$ cat src/rtl/game_pkg.sv
// Shared types and default timing constants for the Flappy Bird game blocks.
package game_pkg;

  typedef enum logic [1:0] {
    StIdle,
    StPlay,
    StDying,
    StOver
  } game_state_t;

  typedef logic [3:0] bcd_digit_t;

  localparam int unsigned DefTicksPerPoint = 17;
  localparam int unsigned DefDeathFrames   = 8;

endpackage

$ cat src/rtl/bcd_counter.sv
// Multi-digit BCD incrementer with synchronous clear; saturates at all nines.
module bcd_counter
  import game_pkg::*;
#(
  parameter int unsigned DIGITS = 3
) (
  input  logic                clk,
  input  logic                reset,
  input  logic                clear,
  input  logic                inc,
  output logic [4*DIGITS-1:0] value
);

  bcd_digit_t [DIGITS-1:0] digit_q, digit_d;
  logic                    all_nines;
  logic                    carry;

  always_comb begin
    all_nines = 1'b1;
    for (int i = 0; i < DIGITS; i++) begin
      if (digit_q[i] != 4'd9) all_nines = 1'b0;
    end
  end

  // Ripple the +1 through the digits; a non-9 digit absorbs the carry.
  always_comb begin
    digit_d = digit_q;
    carry   = inc && !all_nines;
    if (clear) begin
      digit_d = '0;
    end else begin
      for (int i = 0; i < DIGITS; i++) begin
        if (carry) begin
          if (digit_q[i] == 4'd9) begin
            digit_d[i] = 4'd0;
          end else begin
            digit_d[i] = digit_q[i] + 4'd1;
            carry      = 1'b0;
          end
        end
      end
    end
  end

  always_ff @(posedge clk) begin
    if (!reset) digit_q <= '0;
    else        digit_q <= digit_d;
  end

  assign value = digit_q;

endmodule

$ cat src/rtl/game_controller.sv
// Play sequencer: game flow FSM, frame-tick scoring cadence, dying delay and high score.
module game_controller
  import game_pkg::*;
#(
  parameter int unsigned TICKS_PER_POINT = DefTicksPerPoint,
  parameter int unsigned DEATH_FRAMES    = DefDeathFrames,
  parameter int unsigned DIGITS          = 3
) (
  input  logic                clk,
  input  logic                reset,
  input  logic                start,
  input  logic                frameTick,
  input  logic                collide,
  output logic                Stop,
  output logic                playing,
  output logic                gameOver,
  output logic [4*DIGITS-1:0] score,
  output logic [4*DIGITS-1:0] highScore,
  output logic                newHigh
);

  localparam int unsigned TickW  = $clog2(TICKS_PER_POINT);
  localparam int unsigned DeathW = $clog2(DEATH_FRAMES + 1);

  game_state_t         state_q, state_d;
  logic [TickW-1:0]    tick_q, tick_d;
  logic [DeathW-1:0]   death_q, death_d;
  logic [4*DIGITS-1:0] high_q, high_d;
  logic                new_high_q, new_high_d;
  logic                score_clear;
  logic                score_inc;

  always_comb begin
    state_d     = state_q;
    tick_d      = tick_q;
    death_d     = death_q;
    high_d      = high_q;
    new_high_d  = new_high_q;
    score_clear = 1'b0;
    score_inc   = 1'b0;
    unique case (state_q)
      StIdle, StOver: begin
        if (start) begin
          state_d     = StPlay;
          tick_d      = '0;
          new_high_d  = 1'b0;
          score_clear = 1'b1;
        end
      end
      StPlay: begin
        // A collision on a scoring tick wins; no point is awarded.
        if (collide) begin
          state_d = StDying;
          death_d = '0;
        end else if (frameTick) begin
          if (tick_q == TickW'(TICKS_PER_POINT - 1)) begin
            tick_d    = '0;
            score_inc = 1'b1;
          end else begin
            tick_d = tick_q + TickW'(1);
          end
        end
      end
      StDying: begin
        if (frameTick) begin
          death_d = death_q + DeathW'(1);
          if (death_q == DeathW'(DEATH_FRAMES - 1)) begin
            state_d = StOver;
            // Packed BCD compares correctly as a plain unsigned vector.
            if (score > high_q) begin
              high_d     = score;
              new_high_d = 1'b1;
            end
          end
        end
      end
      default: state_d = StIdle;
    endcase
  end

  always_ff @(posedge clk) begin
    if (!reset) begin
      state_q    <= StIdle;
      tick_q     <= '0;
      death_q    <= '0;
      high_q     <= '0;
      new_high_q <= 1'b0;
    end else begin
      state_q    <= state_d;
      tick_q     <= tick_d;
      death_q    <= death_d;
      high_q     <= high_d;
      new_high_q <= new_high_d;
    end
  end

  bcd_counter #(
    .DIGITS(DIGITS)
  ) u_score (
    .clk  (clk),
    .reset(reset),
    .clear(score_clear),
    .inc  (score_inc),
    .value(score)
  );

  always_comb begin
    Stop     = (state_q != StPlay);
    playing  = (state_q == StPlay);
    gameOver = (state_q == StOver);
  end

  assign highScore = high_q;
  assign newHigh   = new_high_q;

endmodule

$ cat config.mk
export PLATFORM = sky130hd
export DESIGN_NAME = game_controller
export DESIGN_NICKNAME = d
export VERILOG_FILES = /design/src/rtl/game_pkg.sv /design/src/rtl/bcd_counter.sv /design/src/rtl/game_controller.sv
export SDC_FILE = /design/constraint.sdc
export NUM_CORES = 1
export LEC_CHECK = 0
export BUFFER_PORTS_ARGS = -buffer_cell sky130_fd_sc_hd__buf_2
export CORE_MARGIN = 3
export CORE_UTILIZATION = 38
export CTS_CLUSTER_DIAMETER = 30
export DETAILED_ROUTE_END_ITERATION = 16
export SLEW_MARGIN = 15
export SYNTH_ARGS = -nofsm -noshare
export SYNTH_HDL_FRONTEND = slang
export SYNTH_SLANG_ARGS = --single-unit
$ cat constraint.sdc
create_clock -name clk -period 4.07 [get_ports clk]
set_input_delay 0.814 -clock clk [delete_from_list [all_inputs] [get_ports clk]]
set_output_delay 0.814 -clock clk [all_outputs]
set_load 0.005 [all_outputs]
==> reports/metrics.yaml <==
status: "completed"
power.density_nw_per_um2: 341
finalPower_w: 0.000887
fin_crit_sh_pct: 56.8
areaGrowthSynthToFinish_pct: 13.0
relSlewSlack_pct: 43.9
cts_buffers: 5
port_buffers: 32
yosysWarnings: 0
power_leakage_nw: 1.01
critPathLaunchType: "flop"
path_max_fanout: 25
post-route-min-period_ns: 2.31
final_cell_area_um2: 2600
cts-htree-levels: 2
track_usage_pct: 14.9
synth_seq_cells: 36
yosysTopAreaCell: "dfxtp_1"
dieHeight_um: 83.8
hold_buffers: 0
rows: 27
async_flop_share_pct: 0
mostFrequentLayoutCells: "dfxtp_1, buf_2, inv_1, nand2_1, nand3_1"
post-place-cells: 369
tightest_slew_ns: 0.839
cts_resized: 0
netlist_area_um2: 2300
cp-end-kind: "flop"
ir_worst_vdd_mv: 0.132
die_area_um2: 7020
grt_max_degree: 46
drive_above_1_share_pct: 16.4
grt_pass1_vias: 1878
initial_core_util_pct: 40.5
clockRootBuffer: "clkbuf_8"
ios: 33
fillers: 592
overflow: 0
synth_edf_count: 0
nNetsFinal: 328
grt_pass1_wl_mm: 8.77
syn_inst: 277
route.detailed.drc: 0
drt_wl_total_mm: 5.03
postRouteAntennaNets: 0
gp_congestion: 0.781
final_common_cell: "dfxtp_1"
cts_tree: "yes"
maxSlewViolCount: 0
place_hpwl_mm: 3.68
synth_top_area_share_pct: 31.3
hold-worst-slack_ns: 0.508
setup_tns_ns: 0
max-cap-violations: 0
vias_per_cell: 5.47
syn_area_per_cell_um2: 8.30
cts_setup_buffers: 0
ys.flop_type: "dfxtp_1"
num_vias: 2061
synthDistinctLibCells: 44
setup_viol: 0
placed_area_um2: 2490
rsz0062_at_grt: "no"
clock_latency_ns: 0.29
fmax_ghz: 0.432
wl_per_cell_um: 13.3
diodes: 0
antenna_found_initial: 0
die_x_um: 83.8
final_cells: 377
path_clk_slew_ns: 0.08
worstPathArrival_ns: 2.45
syn_nets: 301
firstDrtPassIters: 4
core_um2: 5680
synth.area.top_cells: "dfxtp_1, ha_1, nand4_1"
cp_data_required_time_ns: 4.21
hold_class: "reg2reg"
drt_iter0_drc: 119
clkSinkCount: 36
regArea_um2: 721
report.final.hold_viol_count: 0
clock_skew_ns: 0.00657
critPathKind: "reg2reg"
multi_input_area_um2: 1400
yosysSeqAreaShare_pct: 31.3
clock_path_buffers: 2
-- registers in the layout, summed over array words and instances (netlist names) --
name	cells
death_q	4
tick_q	5
u_score.value	12
highScore	12
state_q	2
newHigh	1
-- worst paths after layout --
kind	end	cells after the start	slack, ns	startpoint
min reg2reg	newHigh	2	0.51	newHigh
max reg2reg	highScore[11]	8	1.76	u_score.value[0]
min	newHigh	2	0.51	newHigh
max	highScore[11]	8	1.76	u_score.value[0]
-- cells in the mapped netlist, types with 9 or more instances --
library cell  number
nand2_1           26
nand3_1           23
o311ai_1          12
nor2_1            18
a21oi_1           11
xor2_1             9
inv_1             26
ha_1              19
nand4_1           19
o21ai_0           11
dfxtp_1           36
o31a_1            11
-- cell type report --
cell class / count / share of cell area [%]
clock inverter: 3 / 1.64
clock buffer: 5 / 2.65
timing repair buffer: 34 / 6.74
sequential: 36 / 27.7
inverter: 26 / 3.76
tap: 72 / 3.47
multi-input combinational: 201 / 54.0
-- kinds of logic after synthesis --
group                      synth area share, %
and+or+nand+nor                           25.0
buffers and inverters                     7.62
muxes                                     1.74
xor gates and xnor gates                  4.95
AOI/OAI and AO/OA                         19.0
DFF                                       31.3
adders and majority gates                 10.3
-- report_power, final --
part	internal [W]	total, W	leakage, nW	switching (W)
clock	0.000181	0.000317	0.0541	0.000136
sequential	0.000366	0.000380	0.291	0.0000141
combinational	0.0000680	0.000190	0.670	0.000122
total	0.000615	0.000887	1.01	0.000272
-- per-layer routing --
layer | global-route usage [%] | vias up | part of all wire (%)
met4 | 4.68 | 0 | 1.2
met2 | 23.4 | 27 | 44
met3 | 3.26 | 6 | 2.9
met1 | 20.3 | 967 | 52
li1 | - | 1061 | -
met5 | 0 | - | 0
-- per-stage QoR --
step                setup slack (ns)  utilization (%)
finish                          1.76             45.8
global route                    1.50             45.8
CTS                             1.72             45.8
detailed placement              1.74             43.8
global placement                1.77             43.8
floorplan                       2.10                -
-- critical path: stages, from the launching register on --
cell and delay [ns]:
dfxtp_1 0.47, inv_1 0.12, ha_1 0.29, nand4_1 0.13, o311ai_4 0.50, buf_4 0.36
nor2_2 0.06, mux2i_1 0.12, o311ai_1 0.11
Note: power is estimated with default switching activity, not from simulation.
